### src/rtl/gpio_in.sv
// rtl/gpio_in.sv - buffered GPIO input block with synchroniser, sticky change flags, mask and irq
module gpio_in #(
  parameter int size_addr = 2,
  parameter int size      = 1
) (
  input  logic                 clk,
  input  logic                 reset,
  input  logic                 read,
  input  logic                 write,
  output logic                 ready_r,
  output logic                 ready_w,
  input  logic [size_addr-1:0] address,
  input  logic [7:0]           data_in,
  output logic [7:0]           data_out,
  input  logic [size*8-1:0]    port_in,
  output logic                 irq
);

  logic [size*8-1:0] r_s1;
  logic [size*8-1:0] r_s2;
  logic [size*8-1:0] r_prev;
  logic [size*8-1:0] r_flag;
  logic [size*8-1:0] r_mask;
  logic [7:0]        r_out_buf;
  logic              r_ready_r;
  logic              r_ready_w;
  logic              r_irq;
  logic [1:0]        r_warm;

  logic [size*8-1:0] w_change;
  logic [size*8-1:0] w_flag_clr;
  logic [size*8-1:0] w_mask_next;
  logic [7:0]        w_rd_data;

  // Edges are only trusted once the synchroniser and prev stage hold post-reset pin values
  assign w_change = (r_warm == 2'd3) ? (r_s2 ^ r_prev) : '0;

  // Read mux: DATA bytes, then FLAG bytes, then MASK bytes; holes read as zero
  always_comb begin
    w_rd_data = 8'h00;
    for (int i = 0; i < size; i++) begin
      if (int'(address) == i)          w_rd_data = r_s2[i*8 +: 8];
      if (int'(address) == size + i)   w_rd_data = r_flag[i*8 +: 8];
      if (int'(address) == 2*size + i) w_rd_data = r_mask[i*8 +: 8];
    end
  end

  // Write decode: W1C bits for FLAG bytes and replacement value for MASK bytes
  always_comb begin
    w_flag_clr  = '0;
    w_mask_next = r_mask;
    for (int i = 0; i < size; i++) begin
      if (write && (int'(address) == size + i))   w_flag_clr[i*8 +: 8]  = data_in;
      if (write && (int'(address) == 2*size + i)) w_mask_next[i*8 +: 8] = data_in;
    end
  end

  // Pin synchroniser, warm-up counter and edge history
  always_ff @(posedge clk or negedge reset) begin
    if (!reset) begin
      r_s1   <= '0;
      r_s2   <= '0;
      r_prev <= '0;
      r_warm <= 2'd0;
    end else begin
      r_s1   <= port_in;
      r_s2   <= r_s1;
      r_prev <= r_s2;
      if (r_warm != 2'd3) r_warm <= r_warm + 2'd1;
    end
  end

  // Sticky flags (a new edge beats a same-cycle clear), mask register and irq
  always_ff @(posedge clk or negedge reset) begin
    if (!reset) begin
      r_flag <= '0;
      r_mask <= '0;
      r_irq  <= 1'b0;
    end else begin
      r_flag <= (r_flag & ~w_flag_clr) | w_change;
      r_mask <= w_mask_next;
      r_irq  <= |(r_flag & r_mask);
    end
  end

  // Bus acknowledges and registered read data (captures pre-write register values)
  always_ff @(posedge clk or negedge reset) begin
    if (!reset) begin
      r_ready_r <= 1'b0;
      r_ready_w <= 1'b0;
      r_out_buf <= 8'h00;
    end else begin
      r_ready_r <= read;
      r_ready_w <= write;
      if (read) r_out_buf <= w_rd_data;
    end
  end

  assign ready_r  = r_ready_r;
  assign ready_w  = r_ready_w;
  assign data_out = r_out_buf;
  assign irq      = r_irq;

endmodule

### config.mk
export PLATFORM = sky130hd
export DESIGN_NAME = gpio_in
export DESIGN_NICKNAME = d
export VERILOG_FILES = /design/src/rtl/gpio_in.sv
export SDC_FILE = /design/constraint.sdc
export NUM_CORES = 1
export LEC_CHECK = 0
export BUFFER_PORTS_ARGS = -buffer_cell sky130_fd_sc_hd__buf_2
export CAP_MARGIN = 20
export CORE_ASPECT_RATIO = 2
export CORE_MARGIN = 4
export CORE_UTILIZATION = 40
export CTS_CLUSTER_DIAMETER = 120
export DETAILED_ROUTE_END_ITERATION = 7
export PLACE_DENSITY = 0.68
export SYNTH_ARGS = -nofsm -noshare
export SYNTH_HDL_FRONTEND = slang
export SYNTH_SLANG_ARGS = --single-unit
### constraint.sdc
create_clock -name clk -period 1.3 [get_ports clk]
set_input_delay 0.065 -clock clk [delete_from_list [all_inputs] [get_ports clk]]
set_output_delay 0.065 -clock clk [all_outputs]
set_load 0.03 [all_outputs]
# After elaboration in Yosys (flattened, before gate mapping)

Cells that the tools add are included.

Register bits after elaboration: 53
Bits in latches: 0
RAM bits: 0
ROM bits: 0
Input port bits: 22
Output and inout bits: 11
Logic and storage cells: 29
Memories: 0

Add/subtract/negate cells: 1
Multiply operators: 0
Div/mod/pow operators: 0
$lt $le $gt $ge: 0
Eq/ne operators: 4
Shifts and indexed selects: 0
Muxes and demuxes: 5
Bitwise logic cells: 5
Reduce and logical (&&, ||, !) cells: 4

Operators by type and width:

| operator                                                      | count |
|---|---|
| 8-bit 2-to-1 mux                                              | 5 |
| 8-bit bitwise AND                                             | 2 |
| 8-bit NOT                                                     | 1 |
| 8-bit OR                                                      | 1 |
| 8-bit OR reduction                                            | 1 |
| 8-bit bitwise XOR                                             | 1 |
| 2-bit equality test, second input constant                    | 3 |
| 2-bit by 1-bit adder with 2-bit output, second input constant | 1 |
| 1-bit logical AND                                             | 2 |
| 2-bit logical NOT                                             | 1 |
| 2-bit != test, second input constant                          | 1 |

# Depth between registers and ports, before layout

Word-level depth: 6
Mapped depth: 4
Mapped depth without buffers: 2

# Least setup slack after synthesis

No wires, ideal clock.

Path kind: register -> register
From: register r_warm[0]
To: register r_warm[1]
Library setup time: 0.125 ns
Data arrival time: 0.985 ns
Path slack: 0.190 ns
Stages on the path, launching flop included: 4
Cells stage by stage: dfrtp_1 ha_1 buf_2 mux2_2

Longest elaborated chain between the ends: 1

Ends and longest elaborated chain:

| what                                                                           | RTL line | RTL |
|---|---|---|
| from (decl)                                                                    | 28       | `logic [1:0] r_warm;` |
| from (signal assigned)                                                         | 69       | `if (r_warm != 2'd3) r_warm <= r_warm + 2'd1;` |
| 2-bit by 1-bit adder with 2-bit output / 2-bit != test (equally long branches) | 69       |  |

Several ways; a longest one is shown, not always the timed one.
A chain may end at the register's enable or synchronous reset.

# Worst setup path in the final report

From: register r_warm[0]
To: register r_flag[2]

Longest elaborated chain between the ends: 3

Ends and longest elaborated chain:

| what                 | RTL line | RTL |
|---|---|---|
| 2-bit equality test  | 36       | `assign w_change = (r_warm == 2'd3) ? (r_s2 ^ r_prev) : '0;` |
| 8-bit 2-to-1 mux     | 36       |  |
| 8-bit OR             | 80       | `r_flag <= (r_flag & ~w_flag_clr) \| w_change;` |
| to (signal assigned) | 80       |  |
| to (decl)            | 22       | `logic [size*8-1:0] r_flag;` |

Every way passes these cells.

==> impl_results.html <==
<table>
<tr><th>Metric</th><th>Value</th></tr>
<tr><th colspan="2">Outcome</th></tr>
<tr><td>Status</td><td>finished, final reports clean</td></tr>
<tr><th colspan="2">Power and ir drop</th></tr>
<tr><td>Power density over cell area</td><td>1440 mW/mm^2</td></tr>
<tr><td>IR drop worst, VDD</td><td>1.34 mV</td></tr>
<tr><td>Static leakage power</td><td>1.11 nW</td></tr>
<tr><th colspan="2">STA</th></tr>
<tr><td>Worst-case clock skew</td><td>0.00288 ns</td></tr>
<tr><td>Slew margin rel.</td><td>0.772</td></tr>
<tr><td>Setup violation total in the final timing report</td><td>0</td></tr>
<tr><td>Max Slew Vio Count</td><td>0</td></tr>
<tr><td>Post-route minimum period</td><td>1.10 ns</td></tr>
<tr><td>Number of hold-slack violations in the final timing report</td><td>0</td></tr>
<tr><td>Setup tns final</td><td>0 ns</td></tr>
<tr><td>Tcrit/Tclk final</td><td>0.847</td></tr>
<tr><td>Transition time at the pin with the least slew margin</td><td>0.343 ns</td></tr>
<tr><td>Maximum operating frequency</td><td>908 MHz</td></tr>
<tr><td>RSZ-0062 raised after global routing</td><td>false</td></tr>
<tr><td>PnR worst setup slack</td><td>0.199 ns</td></tr>
<tr><th colspan="2">Die</th></tr>
<tr><td>Number of rows created at floorplan</td><td>36</td></tr>
<tr><td>Full die area</td><td>0.00637 sq mm</td></tr>
<tr><td>Die width</td><td>58.5 microns</td></tr>
<tr><td>Die height</td><td>109 microns</td></tr>
<tr><td>Total core area</td><td>0.00491 sq mm</td></tr>
<tr><td>Number of top-level pins</td><td>33</td></tr>
<tr><td>Initial cell density of the core</td><td>0.415</td></tr>
<tr><th colspan="2">Setup path</th></tr>
<tr><td>Worst R2R End</td><td>r_flag[2]</td></tr>
<tr><td>Endpoint required time on the critical path</td><td>1.49 ns</td></tr>
<tr><td>Reg2reg start</td><td>r_warm[0]</td></tr>
<tr><td>CP endpoint kind</td><td>flop</td></tr>
<tr><td>Worst r2r path cells</td><td>3</td></tr>
<tr><td>Type of the worst setup path</td><td>reg -&gt; reg</td></tr>
<tr><td>Crit path max fanout</td><td>5</td></tr>
<tr><td>Setup slack of the worst register-to-register path</td><td>0.20 ns</td></tr>
<tr><td>Critical path arrival</td><td>1.29 ns</td></tr>
<tr><td>Critical Path Source Type</td><td>flop</td></tr>
<tr><th colspan="2">Final layout</th></tr>
<tr><td>Share of cells above drive strength 1</td><td>0.308</td></tr>
<tr><td>Count of nets after finishing</td><td>204</td></tr>
<tr><td>Sequential cell area in the final layout</td><td>0.00133 sq mm</td></tr>
<tr><td>Most common cell after layout, fill and taps aside</td><td>sky130_fd_sc_hd__dfrtp_1</td></tr>
<tr><td>Antenna Cells</td><td>0</td></tr>
<tr><td>Filler Cells Inserted</td><td>438</td></tr>
<tr><td>Synth-to-layout area growth</td><td>21.8%</td></tr>
<tr><td>Most frequent cells in the layout</td><td>sky130_fd_sc_hd__dfrtp_1 (53), sky130_fd_sc_hd__buf_2 (32), sky130_fd_sc_hd__nand4b_1 (16)</td></tr>
<tr><td>Multi-input combinational cell area</td><td>616 sq um</td></tr>
<tr><th colspan="2">Clocking</th></tr>
<tr><td>Clock sink total</td><td>53</td></tr>
<tr><td>Clock latency on the worst-skew pair</td><td>0.29 ns</td></tr>
<tr><td>H-Tree Level Count</td><td>2</td></tr>
<tr><td>Buffer levels on the longest clock path</td><td>2</td></tr>
<tr><td>Post-cts sizing count</td><td>0</td></tr>
<tr><td>Clk slew on worst S/H paths</td><td>0.09 ns</td></tr>
<tr><td>Clock Root Buffer</td><td>sky130_fd_sc_hd__clkbuf_8</td></tr>
<tr><td>Number of clock buffers inserted by TritonCTS</td><td>5</td></tr>
<tr><td>Clock tree from TritonCTS</td><td>built</td></tr>
<tr><th colspan="2">Worst hold path</th></tr>
<tr><td>Path type of the worst min-delay path</td><td>in -&gt; reg</td></tr>
<tr><td>Source of the worst hold timing path</td><td>write</td></tr>
<tr><td>Endpoint, Worst Hold</td><td>ready_w</td></tr>
<tr><td>Hold Path Depth</td><td>1</td></tr>
<tr><th colspan="2">Synthesis</th></tr>
<tr><td>Sequential cell area fraction in the yosys report</td><td>0.650</td></tr>
<tr><td>Post-Syn Area per Cell</td><td>14.9 sq um</td></tr>
<tr><td>Top-area cell type share of the netlist area</td><td>0.650</td></tr>
<tr><td>Count of distinct cell types in the synthesized netlist</td><td>18</td></tr>
<tr><td>Count of synthesis-stage warnings from yosys</td><td>0</td></tr>
<tr><td>Count of state elements after synthesis</td><td>53</td></tr>
<tr><td>Cell types with the largest area share after synthesis</td><td>sky130_fd_sc_hd__dfrtp_1 (65%), sky130_fd_sc_hd__nand4b_1 (6.9%), sky130_fd_sc_hd__mux2_2 (5.0%), sky130_fd_sc_hd__mux2i_1 (3.9%), sky130_fd_sc_hd__a22o_1 (3.4%)</td></tr>
<tr><td>Synthesized instance count</td><td>137</td></tr>
<tr><td>Syn Std Cell Area</td><td>0.00204 sq mm</td></tr>
<tr><td>Post-synthesis cell type with the largest combined area</td><td>sky130_fd_sc_hd__dfrtp_1</td></tr>
<tr><td>Total nets after synthesis</td><td>160</td></tr>
<tr><th colspan="2">Routing</th></tr>
<tr><td>Drc violations</td><td>0</td></tr>
<tr><td>Routed Antenna Nets</td><td>0</td></tr>
<tr><td>Vias/cell</td><td>5.30</td></tr>
<tr><td>Total detailed-routing wirelength</td><td>3820 microns</td></tr>
<tr><td>Vias after detailed routing</td><td>1266</td></tr>
<tr><td>Average wire length per cell after detail routing</td><td>16.0 microns</td></tr>
<tr><td>Number of DRC markers in iteration 0</td><td>37</td></tr>
<tr><td>1st-pass router iterations</td><td>4</td></tr>
<tr><th colspan="2">Placed design</th></tr>
<tr><td>Worst setup slack before clock tree synthesis</td><td>0.210 ns</td></tr>
<tr><td>Half-perimeter wire length after placement</td><td>2780 microns</td></tr>
<tr><td>Placer congestion estimate</td><td>0.825</td></tr>
<tr><td>Number of input and output port buffers inserted</td><td>32</td></tr>
<tr><th colspan="2">Global route</th></tr>
<tr><td>Global route total overflow</td><td>0</td></tr>
<tr><td>Maximum number of pins on one net before global-route repair</td><td>54</td></tr>
<tr><td>GRT Util Overall</td><td>0.136</td></tr>
<tr><td>Number of global-route vias before repair</td><td>1315</td></tr>
<tr><td>Initial antenna violation count</td><td>0</td></tr>
<tr><td>First-pass GRT wire length</td><td>6450 microns</td></tr>
<tr><th colspan="2">Flow run</th></tr>
<tr><td>Max Cap Violations</td><td>0</td></tr>
</table>
flip-flops by register name, indices dropped and copies added, names as in the netlist:
name	count
data_out	8
r_flag	8
r_mask	8
r_prev	8
r_s1	8
r_s2	8
r_warm	2
irq	1
ready_r	1
ready_w	1
synth_stat cells:
cell type / n
sky130_fd_sc_hd__xnor2_1: 1
sky130_fd_sc_hd__nand4_1: 1
sky130_fd_sc_hd__buf_4: 2
sky130_fd_sc_hd__clkbuf_2: 1
sky130_fd_sc_hd__buf_2: 5
sky130_fd_sc_hd__a22oi_1: 4
sky130_fd_sc_hd__nand3b_4: 1
sky130_fd_sc_hd__nand2b_1: 1
sky130_fd_sc_hd__xor2_1: 8
sky130_fd_sc_hd__ha_1: 1
sky130_fd_sc_hd__mux2_2: 9
sky130_fd_sc_hd__o221ai_1: 8
sky130_fd_sc_hd__inv_1: 8
sky130_fd_sc_hd__mux2i_1: 8
sky130_fd_sc_hd__dfrtp_1: 53
sky130_fd_sc_hd__buf_6: 2
sky130_fd_sc_hd__a22o_1: 8
sky130_fd_sc_hd__nand4b_1: 16
layer usage:
layer / wire [microns] / vias up / share of wire / GRT usage
met5: 0 / - / 0 / 0
met2: 2000 / 41 / 0.52 / 0.220
met4: 110 / 0 / 0.029 / 0.0730
li1: - / 584 / - / -
met1: 1500 / 634 / 0.39 / 0.164
met3: 210 / 7 / 0.055 / 0.0308
worst max-delay path, cell delays in order, from the launching register on:
cell	delay (ns)
sky130_fd_sc_hd__dfrtp_1	0.40
sky130_fd_sc_hd__ha_1	0.24
sky130_fd_sc_hd__buf_4	0.17
sky130_fd_sc_hd__a22o_1	0.20
layout make-up:
| cell class | instances | area share |
|---|---|---|
| clock buffers | 5 | 0.0277 |
| flip-flops and latches | 53 | 0.534 |
| inverters | 8 | 0.0121 |
| clock inverters | 3 | 0.0262 |
| well taps | 57 | 0.0287 |
| repair buffers | 47 | 0.124 |
| multi-input cells | 66 | 0.248 |
report_power, final:
group / internal [mW] / switching [mW] / total [mW] / leakage (nW)
sequential: 1.78 / 0.0900 / 1.87 / 0.596
combinational: 0.195 / 0.241 / 0.436 / 0.442
clock: 0.764 / 0.504 / 1.27 / 0.0681
what timing repair did:
| action | 4_1_cts | 5_1_grt |
|---|---|---|
| hold buffers | 9 | 0 |
| hold endpoints to repair | 61 | 0 |
| setup buffers | 0 | 0 |
through the flow:
stage / utilization / total power, mW / hold WS, ns / area, sq um / cells
final: 0.506 / 3.57 / 0.0133 / 2480 / 239
after CTS: 0.506 / 3.63 / 0.00947 / 2480 / 239
after detailed placement: 0.460 / 2.33 / 0.0783 / 2260 / 222
after floorplan: - / 2.15 / -0.231 / 2040 / 137
after global routing: 0.506 / 3.75 / 0.00887 / 2480 / 239
after global placement: 0.460 / 2.31 / 0.0689 / 2260 / 222
cell families after synthesis:
logic type,count (synthesis),share of synthesized area
muxes,17,0.0890
xor gates and xnor gates,9,0.0387
buffers and inverters,18,0.0478
AOI/OAI and AO/OA,20,0.0834
adders and majority gates,1,0.00613
and+or+nand+nor,19,0.0847
DFF,53,0.650
how the worst max path moves through the flow:
stage	start	end	slack [ns]	cells past startpoint
floorplan	r_warm[0]	r_warm[1]	0.19	3
global placement	r_warm[0]	r_flag[2]	0.23	3
detailed placement	r_warm[0]	r_flag[2]	0.21	3
CTS	r_warm[0]	r_flag[2]	0.19	3
global route	r_warm[0]	r_flag[2]	0.15	3
finish	r_warm[0]	r_flag[2]	0.20	3
Power figures use the tool's default switching activity.
